### src/rtl/mac_seq_pkg.sv
// Shared FSM encoding and default widths for the dot-product sequencer.
package mac_seq_pkg;

    localparam int NBITS_DEF = 8;
    localparam int LEN_W_DEF = 8;

    typedef enum logic [1:0] {
        S_IDLE = 2'd0,
        S_RUN  = 2'd1,
        S_DONE = 2'd2
    } state_t;

endpackage

### src/rtl/mac_seq_mac.sv
// Free-running multiply-accumulate: one product per cycle, clear reloads with the current product.
// Result visible one cycle after the operands; no backpressure, zero operands hold the sum.
module mac_seq_mac #(
    parameter int Nbits = 8
) (
    input  logic               clk,
    input  logic               clear,
    input  logic [Nbits-1:0]   a,
    input  logic [Nbits-1:0]   b,
    output logic [2*Nbits-1:0] acc
);

    logic [2*Nbits-1:0] prod;

    // Zero-extend both operands so the product is computed at full width.
    assign prod = {{Nbits{1'b0}}, a} * {{Nbits{1'b0}}, b};

    // Deliberately no reset: the sequencer always clears before a result is used.
    always_ff @(posedge clk) begin
        if (clear) begin
            acc <= prod;
        end else begin
            acc <= acc + prod;
        end
    end

endmodule

### src/rtl/mac_seq.sv
// Dot-product job sequencer around one MAC; result valid 1 cycle after the last transfer.
// in_ready is high only while running; a finished result is held until res_ready.
module mac_seq
    import mac_seq_pkg::*;
#(
    parameter int Nbits = NBITS_DEF,
    parameter int LEN_W = LEN_W_DEF
) (
    input  logic               clk,
    input  logic               reset,
    input  logic               start,
    input  logic [LEN_W-1:0]   len,
    input  logic               in_valid,
    output logic               in_ready,
    input  logic [Nbits-1:0]   a_data,
    input  logic [Nbits-1:0]   b_data,
    output logic [2*Nbits-1:0] res_data,
    output logic               res_valid,
    input  logic               res_ready,
    output logic               busy
);

    state_t           state;
    state_t           state_nxt;
    logic [LEN_W-1:0] cnt;
    logic [LEN_W-1:0] cnt_nxt;
    logic [LEN_W-1:0] len_q;
    logic [LEN_W-1:0] len_nxt;
    logic             xfer;
    logic             mac_clear;
    logic [Nbits-1:0] mac_a;
    logic [Nbits-1:0] mac_b;

    always_ff @(posedge clk or posedge reset) begin
        if (reset) begin
            state <= S_IDLE;
            cnt   <= '0;
            len_q <= '0;
        end else begin
            state <= state_nxt;
            cnt   <= cnt_nxt;
            len_q <= len_nxt;
        end
    end

    always_comb begin
        state_nxt = state;
        cnt_nxt   = cnt;
        len_nxt   = len_q;
        xfer      = 1'b0;
        mac_clear = 1'b0;
        mac_a     = '0;
        mac_b     = '0;
        in_ready  = 1'b0;
        res_valid = 1'b0;
        busy      = (state != S_IDLE);

        case (state)
            S_IDLE: begin
                if (start) begin
                    if (len != '0) begin
                        len_nxt   = len;
                        cnt_nxt   = '0;
                        state_nxt = S_RUN;
                    end else begin
                        // Empty job: clear with zero operands so the result reads 0.
                        mac_clear = 1'b1;
                        state_nxt = S_DONE;
                    end
                end
            end
            S_RUN: begin
                in_ready  = 1'b1;
                xfer      = in_valid;
                // Clearing on every stalled first cycle keeps stale sums out.
                mac_clear = (cnt == '0);
                if (xfer) begin
                    mac_a   = a_data;
                    mac_b   = b_data;
                    cnt_nxt = cnt + 1'b1;
                    if (cnt == len_q - 1'b1) begin
                        state_nxt = S_DONE;
                    end
                end
            end
            S_DONE: begin
                res_valid = 1'b1;
                if (res_ready) begin
                    state_nxt = S_IDLE;
                end
            end
            default: begin
                state_nxt = S_IDLE;
            end
        endcase
    end

    mac_seq_mac #(
        .Nbits (Nbits)
    ) u_mac (
        .clk   (clk),
        .clear (mac_clear),
        .a     (mac_a),
        .b     (mac_b),
        .acc   (res_data)
    );

endmodule

### config.mk
export PLATFORM = sky130hd
export DESIGN_NAME = mac_seq
export DESIGN_NICKNAME = d
export VERILOG_FILES = /design/src/rtl/mac_seq_pkg.sv /design/src/rtl/mac_seq_mac.sv /design/src/rtl/mac_seq.sv
export SDC_FILE = /design/constraint.sdc
export NUM_CORES = 1
export LEC_CHECK = 0
export ABC_AREA = 1
export CAP_MARGIN = 20
export CORE_ASPECT_RATIO = 0.9
export CORE_UTILIZATION = 40
export CTS_BUF_LIST = sky130_fd_sc_hd__clkbuf_8
export CTS_CLUSTER_DIAMETER = 50
export DETAILED_ROUTE_END_ITERATION = 6
export PLACE_DENSITY = 0.65
export SLEW_MARGIN = 20
export SYNTH_ARGS = -nofsm -noshare
export SYNTH_HDL_FRONTEND = slang
export SYNTH_SLANG_ARGS = --single-unit
### constraint.sdc
create_clock -name clk -period 6.29 [get_ports clk]
set_input_delay 1.258 -clock clk [delete_from_list [all_inputs] [get_ports clk]]
set_output_delay 1.258 -clock clk [all_outputs]
set_load 0.005 [all_outputs]
Yosys cells after proc, flatten, opt, wreduce, memory -nomap -nowiden --
Cells that the tools add are included.
Storage, ports and cells: bits in registers 34, input bits 29, logic and storage cells 44
Operators by class: add/subtract/negate cells 3, $mul 1, equality and inequality tests 8, multiplexer cells 20, reduce and logical (&&, ||, !) cells 8
Operator list (number):
- 8-bit two-way mux | 7
- 16-bit adder | 1
- 8-bit by 8-bit multiplier with 16-bit output | 1
- 16-bit two-way mux | 1
- 8-bit case mux with 2 select lines | 1
- 2-bit two-way mux | 5
- 2-bit != test (second input constant) | 5
- 8-bit by 1-bit adder with 8-bit output (second input constant) | 1
- 8-bit equality test | 1
- 8-bit zero test | 1
- 4-bit AND reduction | 2
- 8-bit nonzero test | 1
- 8-bit by 1-bit subtractor with 8-bit output (second input constant) | 1
- 2-bit case mux with 3 select lines | 1
- 1-bit two-way mux | 4
- 2-bit nonzero test | 2
- 3-bit AND reduction | 1
- 2-bit by 1-bit equality test with 1-bit output (second input constant) | 1
- 2-bit equality test (second input constant) | 1
- 2-bit zero test | 1
- 1-bit case mux with 2 select lines | 1

Depth between registers and ports, before layout --
Gate-level depths: netlist of run 1.
depth after elaboration 5, gate-level depth with buffers 35

Modules after synthesis --
Synthesis of run 1 repeated with hierarchy kept, for this count alone.
Second synthesis, totals: cells, all modules 779, area, all modules 5023.6 um^2
By module, submodules not included:
- mac_seq_mac | times used 1, cells an instance 558, area each 3632.2 um^2, sequential area each 320.3 um^2
- mac_seq | times used 1, cells an instance 221, area each 1391.3 um^2, sequential area each 450.4 um^2

Worst setup path before layout of run 1 --
No wires, ideal clock.
kind input to register, from in in_valid, to reg u_mac.acc[12], data arrival time 5.939 ns, required time 6.178 ns, path slack 0.239 ns, stages on the path 26, buffers on the path 1, cell sequence nand2_2 inv_2 buf_4 nand2_2 nor2_1 fa_1 fa_1 fa_1 inv_1 fa_1 inv_1 ha_1 nand2_1 inv_1 nand2_1 nand2_1 a21oi_1 inv_1 xor2_1 ha_1 a21o_1 a21oi_1 nand3_1 or2_2 nand3_1 nand2_1
Between the ends: cells in the longest elaborated chain, start to end 5, elaborated cells between the ends (all ways) 7, classes of those cells 1 x add/sub; 1 x mul; 5 x mux
Ends and longest elaborated chain:
- from (decl) | line mac_seq.sv:13 | input logic in_valid,
- 8-bit two-way mux | line mac_seq.sv:77 | if (xfer) begin
- 8-bit two-way mux | line mac_seq.sv:58 | case (state)
- 8-bit by 8-bit multiplier with 16-bit output (*) | line mac_seq_mac.sv:16 | assign prod = {{Nbits{1'b0}}, a} * {{Nbits{1'b0}}, b};
- 16-bit adder | line mac_seq_mac.sv:23 | acc <= acc + prod;
- 16-bit two-way mux (*) | line mac_seq_mac.sv:20 | if (clear) begin
- to (signal assigned) | line mac_seq_mac.sv:21 | acc <= prod;
- to (signal assigned) | line mac_seq_mac.sv:23
- to (decl) | line mac_seq_mac.sv:10 | output logic [2*Nbits-1:0] acc
Every way passes the cells marked *; elsewhere a longest branch is shown, timed or not. A chain may end at the register's enable or synchronous reset.

Final worst setup path of run 1 --
from in a_data[3], to reg u_mac.acc[12]
Between the ends: cells in the longest elaborated chain, start to end 5
Ends and longest elaborated chain:
- from (decl) | line mac_seq.sv:15 | input logic [Nbits-1:0] a_data,
- 8-bit two-way mux (*) | line mac_seq.sv:77
- 8-bit two-way mux (*) | line mac_seq.sv:58
- 8-bit by 8-bit multiplier with 16-bit output (*) | line mac_seq_mac.sv:16
- 16-bit adder | line mac_seq_mac.sv:23
- 16-bit two-way mux (*) | line mac_seq_mac.sv:20
Marks and branches as above.

==> results of run 1 <==
-- state kept, by name (all words and copies together), names as in the netlist --
| name | count |
|---|---|
| u_mac.acc | 16 |
| state | 2 |
| len_q | 8 |
| cnt | 8 |
-- final cells by class --
cell class              count  area, um2  area share [%]
flip-flops and latches     34        771            12.2
clock inverters             3       45.0           0.711
well taps                 156        195            3.08
inverters                 127        482            7.60
repair buffers            125       1060            16.7
multi-input cells         498       3720            58.7
clock buffers               5       68.8            1.09
-- power breakdown --
part / internal (mW) / total, mW / switching (mW)
Clock: 0.118 / 0.214 / 0.0959
Combinational: 1.14 / 2.44 / 1.31
Sequential: 0.324 / 0.433 / 0.109
-- cells by family (layout without fill, tap and decap cells) --
kind of cell    Yosys count  in the layout
xor+xnor                 25             25
compound gates           67             67
fa+ha+maj                92             92
simple gates            314            314
buf+inv                 132            260
flops                    34             34
-- metal layers --
metal	GRT usage, %	vias to the layer above	wire (um)
met3	3.25	29	545
met1	28.2	2144	5610
met5	0	-	0
li1	-	2330	-
met4	4.95	0	263
met2	34.9	118	6080
-- critical path, stage by stage --
cell and delay (ps):
clkdlybuf4s50_1 460, inv_1 60, nor2_2 150, inv_2 70
buf_4 160, nor2_2 100, fa_1 430, ha_1 300
inv_1 70, fa_1 440, fa_1 560, inv_1 70
ha_4 290, nand3_1 120, nand3_4 120, a21oi_1 80
nor2_1 130, nor2_2 60, xnor2_2 300, ha_4 270
a21o_1 200, a21oi_2 160, nand3_1 130, or2_2 290
nand3_1 70, nand2_1 50
-- cells in the final DEF, fill, tap and decap left out, drive strengths merged, types with 2 or more instances in the layout --
cell type | netlist | layout
a21o | 6 | 6
a21oi | 24 | 24
buf | 5 | 78
clkbuf | 0 | 6
clkdlybuf4s50 | 0 | 43
clkinvlp | 0 | 2
dfrtp | 18 | 18
dfxtp | 16 | 16
dlymetal6s2s | 0 | 3
fa | 37 | 37
ha | 55 | 55
inv | 126 | 126
nand2 | 154 | 154
nand3 | 42 | 42
nand3b | 3 | 3
nand4 | 8 | 8
nor2 | 96 | 96
nor3 | 7 | 7
o21ai | 23 | 23
o21bai | 5 | 5
o31ai | 3 | 3
or2 | 2 | 2
xnor2 | 10 | 10
xor2 | 15 | 15
-- worst paths after layout --
kind                                 startpoint               endpoint  slack (ps)  cells after the start
max in group asynchronous                 reset     cnt[7]$_DFFE_PP0P_        4460                      2
min reg2reg                len_q[7]$_DFFE_PP0P_   len_q[7]$_DFFE_PP0P_         520                      2
max reg2reg                state[1]$_DFFE_PP0P_  u_mac.acc[12]$_DFF_P_         590                     28
min in group asynchronous                 reset   len_q[4]$_DFFE_PP0P_        1370                      2
min                        len_q[7]$_DFFE_PP0P_   len_q[7]$_DFFE_PP0P_         520                      2
max                                   a_data[3]  u_mac.acc[12]$_DFF_P_          60                     26
-- per-stage QoR --
stage          cells  setup WS, ps  cell area [um2]
3_3_place_gp     936          -546             5870
5_1_grt          948          -101             6340
6_report         948          62.4             6340
4_1_cts          944         0.815             6050
2_1_floorplan    664           239             4680
3_5_place_dp     936          -680             5870
-- what timing repair did --
item	CTS	global route
endpoints found under the hold margin	0	0
gates cloned	0	0
buffers inserted	0	4
pin swaps	6	44
endpoints found under the setup margin	8	7
gates resized for setup	18	64
==> summary.md, run 1 <==
Synth
- **post-synthesis register bit count** 34
- **leading post-synthesis cells by instance count** nand2_1, inv_1, nor2_1
- **Seq/Total Area, Yosys** 16.5%
- **synthesized-area fraction occupied by ao, oa, aoi and oai cells** 8.61%
- **count of distinct cell types in the synthesized netlist** 41
- **synthesized net count** 785
- **most used flip-flop cell after synthesis** dfrtp_1
- **fraction of registers with async set/reset** 52.9%
- **Mapped Avg Cell Area** 7.05 um2
- **combinational family with the most area after synthesis** adder cells
- **portion of synthesized cell area occupied by the leading cell type** 15.8%
- **total standard cell area after synthesis** 4680 um2
- **post-synth top area cell** fa_1
- **post-synthesis share of cell area spent on full adders, half adders and majority gates** 30.5%
- **number of instances in the synthesized netlist** 664
- **dominant cells by area after synthesis** fa_1, ha_1, nand2_1, dfrtp_1, inv_1
- **most instantiated library cell after synthesis** nand2_1
- **share of cell area taken by muxes after synthesis** 0%
- **basic-gate share of the synthesized area counting and, or, nand and nor cells** 28.7%
- **Synth warnings** 0
- **number of synthesized flops with an enable pin** 0
- **XOR/XNOR Fraction of Synth Area** 4.84%

Floorplanning
- **total core area** 11,400 um2
- **number of placement rows** 37
- **Initial Util** 40.9%
- **Top Ports** 48
- **Die Span X** 116 um
- **total die area** 12,100 um2
- **Die Y-Extent** 105 um

Layout
- **number of nets in the layout** 912
- **synth-to-layout area growth** 35.4%
- **share of layout cells above drive strength 1** 22.7%
- **# diodes** 0
- **Filler cells** 1,089
- **utilization after layout** 55.4%

Clock tree
- **Post-CTS Hold Fix Bufs** 0
- **CTS root buf** clkbuf_8
- **total clock buffers created by CTS** 5
- **clock-pin slew on the worst setup and hold paths** 80 ps
- **maximum buffer depth of the clock tree** 2
- **TritonCTS clock tree** yes
- **CTS H-tree depth** 2
- **number of clock sinks** 34
- **clock insertion delay at the later pin of the skew report** 300 ps

STA
- **total negative slack** 0 ps
- **share of the cycle needed by the critical path after routing** 99.0%
- **final setup violation count** 0
- **unrepaired setup endpoints after global routing** true
- **final number of hold-violating endpoints** 0
- **final-report max-slew violation count** 0
- **crit path time final** 6230 ps
- **max_slew headroom** 44.5%
- **slew of the pin with the lowest slew margin** 831 ps
- **hold_ws** 520 ps
- **Final Skew** 6.40 ps
- **highest clock rate** 161 MHz

Setup path
- **Startpoint Class** input port
- **required arrival time at the worst endpoint** 6480 ps
- **type of the worst setup path** input port to flop
- **Crit Path Max Fanout** 5
- **arrival time at the worst endpoint** 6420 ps
- **type of element capturing the critical path** flop

Placed design
- **sum of net half-perimeters after detailed placement** 9970 um
- **final weighted congestion of routability-driven global placement** 0.957
- **I/O Buffers** 47

GRT
- **overflow left after global routing** 0
- **number of global-route vias before repair** 4,547
- **pin count of the biggest net entering global routing** 24
- **wire length of the first global-routing pass** 20,400 um
- **total routing usage reported by global routing** 20.9%
- **number of antenna violations at the first check in global routing** 0

Power
- **maximum vdd drop** 478 uV
- **total power** 3.09 mW
- **leakage** 3.43 nW
- **power density over cell area** 488 nW/um2

Worst hold path
- **worst min path class** flop to flop

Job
- **max-capacitance violation count** 0

Run status
- **status** finished, final reports clean

Drt
- **total length of routed wires** 12,500 um
- **detailed-router iteration count before antenna repair** 5
- **first-iteration detailed-routing DRC count** 233
- **count of nets left with antenna violations after detail routing** 0
- **DRC Markers** 0
- **average vias per placed instance** 4.87
- **Via Count** 4,621
- **routed wire length per instance** 13.2 um

No activity file was read; power rests on OpenSTA's default activity.
==> run 2: changes to the inputs <==
--- a/config.mk
+++ b/config.mk
@@ -17,3 +17,4 @@
 export SYNTH_ARGS = -nofsm -noshare
 export SYNTH_HDL_FRONTEND = slang
 export SYNTH_SLANG_ARGS = --single-unit
+export TNS_END_PERCENT = 20
==> constraint.sdc (replaced) <==
create_clock -name clk -period 6.29 [get_ports clk]
set_input_delay 1.258 -clock clk [delete_from_list [all_inputs] [get_ports clk]]
set_output_delay 1.258 -clock clk [all_outputs]
set_load 0.1 [all_outputs]
==> run 2 against run 1 <==
Effect of this change:
- worst hold slack unchanged
- clock-buffer cell count did not move
- total power is 13% higher
- clock skew about the same
- final area is the same
- worst setup slack got worse by 7.2 ps
- sequential power about the same
- clock power about the same
- global-route usage stayed put
- combinational power increased by 17%
- largest cell class unchanged
- highest routed layer unchanged
==> summary.md, run 2 (synthesized netlist as in run 1, its figures left out) <==
Run status
- **status** finished, final reports clean

Layout
- **# diodes** 0, unchanged
- **most common cell after layout, fill and taps aside** nand2_1
- **share of layout cells above drive strength 1** 22.6%, -0.13 points
- **Largest Register** u_mac.acc
- **leading registers by flop count** u_mac.acc (16), cnt (8), len_q (8)
- **post-layout instance area** 6340 um2, unchanged
- **synth-to-layout area growth** 35.4%, unchanged
- **utilization after layout** 55.4%, unchanged
- **Filler cells** 1,089, unchanged
- **highest-count cells in the layout ignoring fill and taps** nand2_1, inv_1, buf_4
- **number of flip-flops in the largest register** 16, unchanged
- **number of nets in the layout** 912, unchanged

Clock tree
- **number of clock sinks** 34, unchanged
- **TritonCTS clock tree** yes
- **CTS H-tree depth** 2, unchanged
- **CTS root buf** clkbuf_8
- **Post-CTS Hold Fix Bufs** 0, unchanged
- **clock insertion delay at the later pin of the skew report** 300 ps, about the same
- **maximum buffer depth of the clock tree** 2, unchanged
- **total clock buffers created by CTS** 5, unchanged
- **clock-pin slew on the worst setup and hold paths** 80 ps, about the same

Placed design
- **final weighted congestion of routability-driven global placement** 0.957, unchanged
- **worst slack at placement** -680 ps, unchanged
- **placed inst area** 5870 um2, unchanged
- **sum of net half-perimeters after detailed placement** 9970 um, unchanged
- **I/O Buffers** 47, unchanged

Power
- **maximum vdd drop** 501 uV, +4.8%
- **switching component of the power** 1.93 mW, +28%
- **Power Internal** 1.58 mW, about the same
- **combinational cell fraction of total power** 81.6%, +2.5 points
- **sequential cell fraction of total power** 12.3%, -1.7 points
- **leakage** 3.43 nW, about the same
- **power density over cell area** 553 nW/um2, +13%
- **share of total power consumed by net switching** 55.1%, +6.1 points
- **part of the total power dissipated in the clock network** 6.1%, -0.8 points

Setup path
- **Slowest Stage Delay on Critical Path** 560 ps, about the same
- **required arrival time at the worst endpoint** 6480 ps, about the same
- **arrival time at the worst endpoint** 6430 ps, about the same
- **type of the worst setup path** input port to flop
- **type of element capturing the critical path** flop
- **standard cell with the maximum stage delay on the critical path** fa_1
- **Crit Path Max Fanout** 5, unchanged
- **Startpoint Class** input port

GRT
- **met2 Usage GRT** 34.9%, unchanged
- **wire length of the first global-routing pass** 20,400 um, unchanged
- **grt peak-use layer** met2
- **total routing usage reported by global routing** 20.9%, unchanged
- **overflow left after global routing** 0, unchanged
- **number of antenna violations at the first check in global routing** 0, unchanged
- **GRT met3 Usage** 3.25%, unchanged
- **M1 GR Usage** 28.2%, unchanged
- **number of global-route vias before repair** 4,547, unchanged
- **pin count of the biggest net entering global routing** 24, unchanged

Drt
- **routed wire length per instance** 13.1 um, -0.24%
- **Via Count** 4,611, -0.22%
- **average vias per placed instance** 4.86, -0.22%
- **DRC Markers** 0, unchanged
- **first-iteration detailed-routing DRC count** 232, -0.43%
- **detailed-router iteration count before antenna repair** 5, unchanged
- **total length of routed wires** 12,500 um, -0.24%
- **count of nets left with antenna violations after detail routing** 0, unchanged

STA
- **hold_ws** 520 ps, unchanged
- **slew of the pin with the lowest slew margin** 988 ps, +157 ps
- **crit path time final** 6230 ps, +7.20 ps
- **final-report max-slew violation count** 0, unchanged
- **Final Skew** 6.40 ps, -0.000120 ps
- **max_slew headroom** 34.0%, -11 points
- **final setup slack of the worst path** 55.2 ps, -7.20 ps
- **unrepaired setup endpoints after global routing** true
- **highest clock rate** 160 MHz, -0.12%
- **share of the cycle needed by the critical path after routing** 99.1%, +0.11 points
- **final number of hold-violating endpoints** 0, unchanged
- **final setup violation count** 0, unchanged

Job
- **max-capacitance violation count** 0, unchanged

Floorplanning
- **number of placement rows** 37, unchanged
- **Top Ports** 48, unchanged
- **total core area** 11,400 um2, unchanged
- **Initial Util** 40.9%, unchanged
- **Die Span X** 116 um, unchanged
- **Die Y-Extent** 105 um, unchanged
- **total die area** 12,100 um2, unchanged

Worst hold path
- **worst min path class** flop to flop

[run 2: changes by cell type in the layout (fill, tap and decap cells not counted)]
cell | before | now
inv_1 | 109 | 110
inv_2 | 16 | 15
[run 2: worst max-delay path, delay by kind of cell]
family	cells	cell delay [ps]
AND/OR/NAND/NOR	10	1220
AO/OA/AOI/OAI	3	440
buffers and inverters	6	890
XOR/XNOR	1	300
adder cells (fa/ha/maj)	6	2290
[run 2: cell type report]
cell class / count / area, um2 / share of cell area, %
multi-input combinational: 498 / 3720 / 58.7
timing repair buffer: 125 / 1060 / 16.7
sequential: 34 / 771 / 12.2
inverter: 127 / 482 / 7.60
tap: 156 / 195 / 3.08
clock buffer: 5 / 68.8 / 1.09
clock inverter: 3 / 45.0 / 0.711
[run 2: what timing repair did]
action | in CTS | in global routing
pin swaps | 6 | 44
setup buffers | 0 | 4
gates resized for setup | 18 | 63
setup endpoints to repair | 8 | 7
hold endpoints to repair | 0 | 0
[run 2: final timing paths]
path                       slack, ps                     to  cells past startpoint                  from
hold reg to reg                  520   len_q[7]$_DFFE_PP0P_                      2  len_q[7]$_DFFE_PP0P_
max in group asynchronous       4460     cnt[7]$_DFFE_PP0P_                      2                 reset
min in group asynchronous       1370   len_q[4]$_DFFE_PP0P_                      2                 reset
setup reg to reg                 590  u_mac.acc[12]$_DFF_P_                     28  state[1]$_DFFE_PP0P_
setup / recovery                  60  u_mac.acc[12]$_DFF_P_                     26             a_data[3]
hold / removal                   520   len_q[7]$_DFFE_PP0P_                      2  len_q[7]$_DFFE_PP0P_
[run 2: stage by stage]
stage	setup TNS, ps	power, mW	std cells
after floorplan	0	2.19	664
after global placement	-3450	2.96	936
after detailed placement	-4340	3.00	936
after CTS	0	3.27	944
after global routing	-297	3.81	948
final	0	3.51	948
[run 2: power by group through the flow]
| stage | Combinational [mW] | Sequential, mW | Clock [mW] |
|---|---|---|---|
| floorplan | 1.42 | 0.764 | 0 |
| global placement | 2.54 | 0.423 | 0 |
| detailed placement | 2.58 | 0.423 | 0 |
| CTS | 2.64 | 0.420 | 0.216 |
| global route | 3.14 | 0.446 | 0.228 |
| finish | 2.86 | 0.433 | 0.214 |
[run 2: routing by layer]
metal / part of all wire (%) / vias up
li1: - / 2328
met4: 2.0 / 0
met3: 3.9 / 23
met1: 45 / 2149
met2: 49 / 111
met5: 0 / -
==> run 3: changes to the inputs <==
==> constraint.sdc (replaced) <==
create_clock -name clk -period 6.29 [get_ports clk]
set_input_delay 1.5725 -clock clk [delete_from_list [all_inputs] [get_ports clk]]
set_output_delay 1.5725 -clock clk [all_outputs]
set_load 0.1 [all_outputs]
==> run 3 against run 2 <==
Effect of this change:
- first-iteration DRC count is 5.2% higher
- clock skew is essentially flat
- sequential cell count did not move
- clock-buffer cell count unchanged
- sequential share of layout area shrank 0.96 points
- global-route usage is 1.3 points higher
- worst hold slack improved by 0.99 ps
- maximum frequency increased by 1.4%
- clock power about the same
- wire length increased by 6.2%
- sequential power about the same
- largest cell class unchanged
==> summary.md, run 3 (synthesized netlist as in run 1, its figures left out) <==
Clock tree
- **Post-CTS Hold Fix Bufs** 0, unchanged
- **CTS root buf** clkbuf_8
- **clock-pin slew on the worst setup and hold paths** 80 ps, about the same
- **CTS H-tree depth** 2, unchanged
- **TritonCTS clock tree** yes
- **maximum buffer depth of the clock tree** 2, unchanged
- **total clock buffers created by CTS** 5, unchanged
- **number of clock sinks** 34, unchanged
- **clock insertion delay at the later pin of the skew report** 310 ps, about the same

STA
- **highest clock rate** 163 MHz, +1.4%
- **final setup slack of the worst path** 140 ps, +84.4 ps
- **slew of the pin with the lowest slew margin** 973 ps, -14.5 ps
- **share of the cycle needed by the critical path after routing** 97.8%, -1.3 points
- **crit path time final** 6150 ps, -84.4 ps
- **final setup violation count** 0, unchanged
- **Final Skew** 6.62 ps, +0.217 ps
- **max_slew headroom** 34.9%, +0.97 points
- **final-report max-slew violation count** 0, unchanged
- **final number of hold-violating endpoints** 0, unchanged

Setup path
- **arrival time at the worst endpoint** 6360 ps, -70 ps
- **Crit Path Max Fanout** 5, unchanged
- **R2R Setup Slk** 710 ps, +120 ps
- **type of the worst setup path** input port to flop
- **r2r startpoint** state[1]$_DFFE_PP0P_
- **Startpoint Class** input port
- **end of the worst register-to-register path** u_mac.acc[13]$_DFF_P_
- **cell repeated most along the worst path** nand2_2
- **type of element capturing the critical path** flop
- **Slowest Stage Delay on Critical Path** 530 ps, -30 ps
- **standard cell with the maximum stage delay on the critical path** fa_1
- **required arrival time at the worst endpoint** 6500 ps, +20 ps
- **worst reg2reg path depth** 30, +7.1%

Drt
- **Via Count** 4,695, +1.8%
- **total length of routed wires** 13,200 um, +6.2%
- **average vias per placed instance** 4.81, -1.1%
- **first-iteration detailed-routing DRC count** 244, +5.2%
- **count of nets left with antenna violations after detail routing** 0, unchanged
- **routed wire length per instance** 13.6 um, +3.2%
- **DRC Markers** 0, unchanged
- **detailed-router iteration count before antenna repair** 4, -1

Layout
- **number of nets in the layout** 940, +3.1%
- **sequential cell area** 771 um2, unchanged
- **most common cell after layout, fill and taps aside** nand2_1
- **highest-count cells in the layout ignoring fill and taps** nand2_1, buf_4, inv_1
- **leading registers by flop count** u_mac.acc (16), cnt (8), len_q (8)
- **area of the multi-input gates** 4010 um2, +7.9%
- **Largest Register** u_mac.acc
- **Filler cells** 997, -8.4%
- **synth-to-layout area growth** 47.1%
- **# diodes** 0, unchanged
- **share of layout cells above drive strength 1** 30.6%, +8.0 points
- **number of flip-flops in the largest register** 16, unchanged

Worst hold path
- **Hold Path Sink** len_q[7]$_DFFE_PP0P_
- **worst min path class** flop to flop
- **Worst Min Path Start** len_q[7]$_DFFE_PP0P_
- **hold-critical path depth** 2, unchanged

GRT
- **total routing usage reported by global routing** 22.2%, +1.3 points
- **GRT met3 Usage** 3.07%, -0.17 points
- **grt peak-use layer** met2
- **M1 GR Usage** 29.3%, +1.1 points
- **number of global-route vias before repair** 4,717, +3.7%
- **overflow left after global routing** 0, unchanged
- **number of antenna violations at the first check in global routing** 0, unchanged
- **pin count of the biggest net entering global routing** 24, unchanged
- **met2 Usage GRT** 38.1%, +3.2 points
- **wire length of the first global-routing pass** 21,500 um, +5.1%

Power
- **leakage** 3.69 nW, +7.6%
- **maximum vdd drop** 604 uV, +21%
- **total power** 3.85 mW, +9.9%
- **power density over cell area** 560 nW/um2, +1.1%

Floorplanning
- **number of placement rows** 37, unchanged
- **Die Span X** 116 um, unchanged
- **total die area** 12,100 um2, unchanged
- **Die Y-Extent** 105 um, unchanged
- **total core area** 11,400 um2, unchanged
- **Initial Util** 40.9%, unchanged
- **Top Ports** 48, unchanged

Placed design
- **I/O Buffers** 47, unchanged
- **final weighted congestion of routability-driven global placement** 0.917, -4.1%
- **worst slack at placement** -857 ps, -177 ps
- **sum of net half-perimeters after detailed placement** 10,200 um, +2.2%

Job
- **max-capacitance violation count** 0, unchanged

Run status
- **status** finished, final reports clean

[run 3: cell count changes in the layout (fill, tap and decap cells not counted), moves of 5 or more]
cell,delta
nand3_1,-5
buf_4,+27
nor2_4,+6
inv_1,-10
ha_1,-8
nand2_1,-5
dlymetal6s2s_1,+9
nand3_2,+5
ha_4,+5
inv_2,+8
clkdlybuf4s50_1,-10
[run 3: through the flow]
stage	instances	utilization (%)	setup TNS (ps)	area, um2	hold slack (ps)
final	976	60.2	0	6880	521
after global placement	940	51.9	-6520	5930	487
after global routing	976	60.2	-138	6880	570
after CTS	965	55.9	0	6390	518
after floorplan	664	-	-21.4	4710	468
after detailed placement	940	51.9	-6340	5930	499
[run 3: power breakdown]
| part | internal, mW | switching (mW) | total, mW |
|---|---|---|---|
| Sequential | 0.324 | 0.112 | 0.436 |
| Clock | 0.118 | 0.0970 | 0.215 |
| Combinational | 1.32 | 1.88 | 3.20 |
| Total | 1.76 | 2.09 | 3.85 |
[run 3: how the worst max path moves through the flow]
stage                         start               endpoint  slack, ps  depth (start not counted)
after detailed placement   in_valid  u_mac.acc[12]$_DFF_P_       -860                         26
final                      in_valid  u_mac.acc[13]$_DFF_P_        140                         28
after CTS                 a_data[5]  u_mac.acc[15]$_DFF_P_          3                         31
after floorplan            in_valid  u_mac.acc[15]$_DFF_P_        -20                         31
after global placement     in_valid  u_mac.acc[12]$_DFF_P_       -890                         26
after global routing       in_valid  u_mac.acc[15]$_DFF_P_        -60                         31
[run 3: what timing repair did]
item | 4_1_cts | 5_1_grt
gates resized for setup | 56 | 98
setup endpoints to repair | 9 | 9
pin swaps | 44 | 65
setup buffers | 17 | 11
[run 3: routing by layer]
layer,vias to the layer above,part of all wire (%)
li1,2381,-
met1,2236,45
met2,61,50
met3,17,2.8
met4,0,1.2
met5,-,0
[run 3: critical path: cells and delay by family]
family                     cells  cell delay, ps
adders and majority gates      6            2610
and+or+nand+nor               11             910
AOI/OAI and AO/OA              4             580
buffers and inverters          6             480
xor gates and xnor gates       1             190
[run 3: cell type report]
class,instances,area share [%]
multi-input cells,498,58.3
repair buffers,153,19.0
flip-flops and latches,34,11.2
inverters,127,7.03
well taps,156,2.84
clock buffers,5,1.00
clock inverters,3,0.654
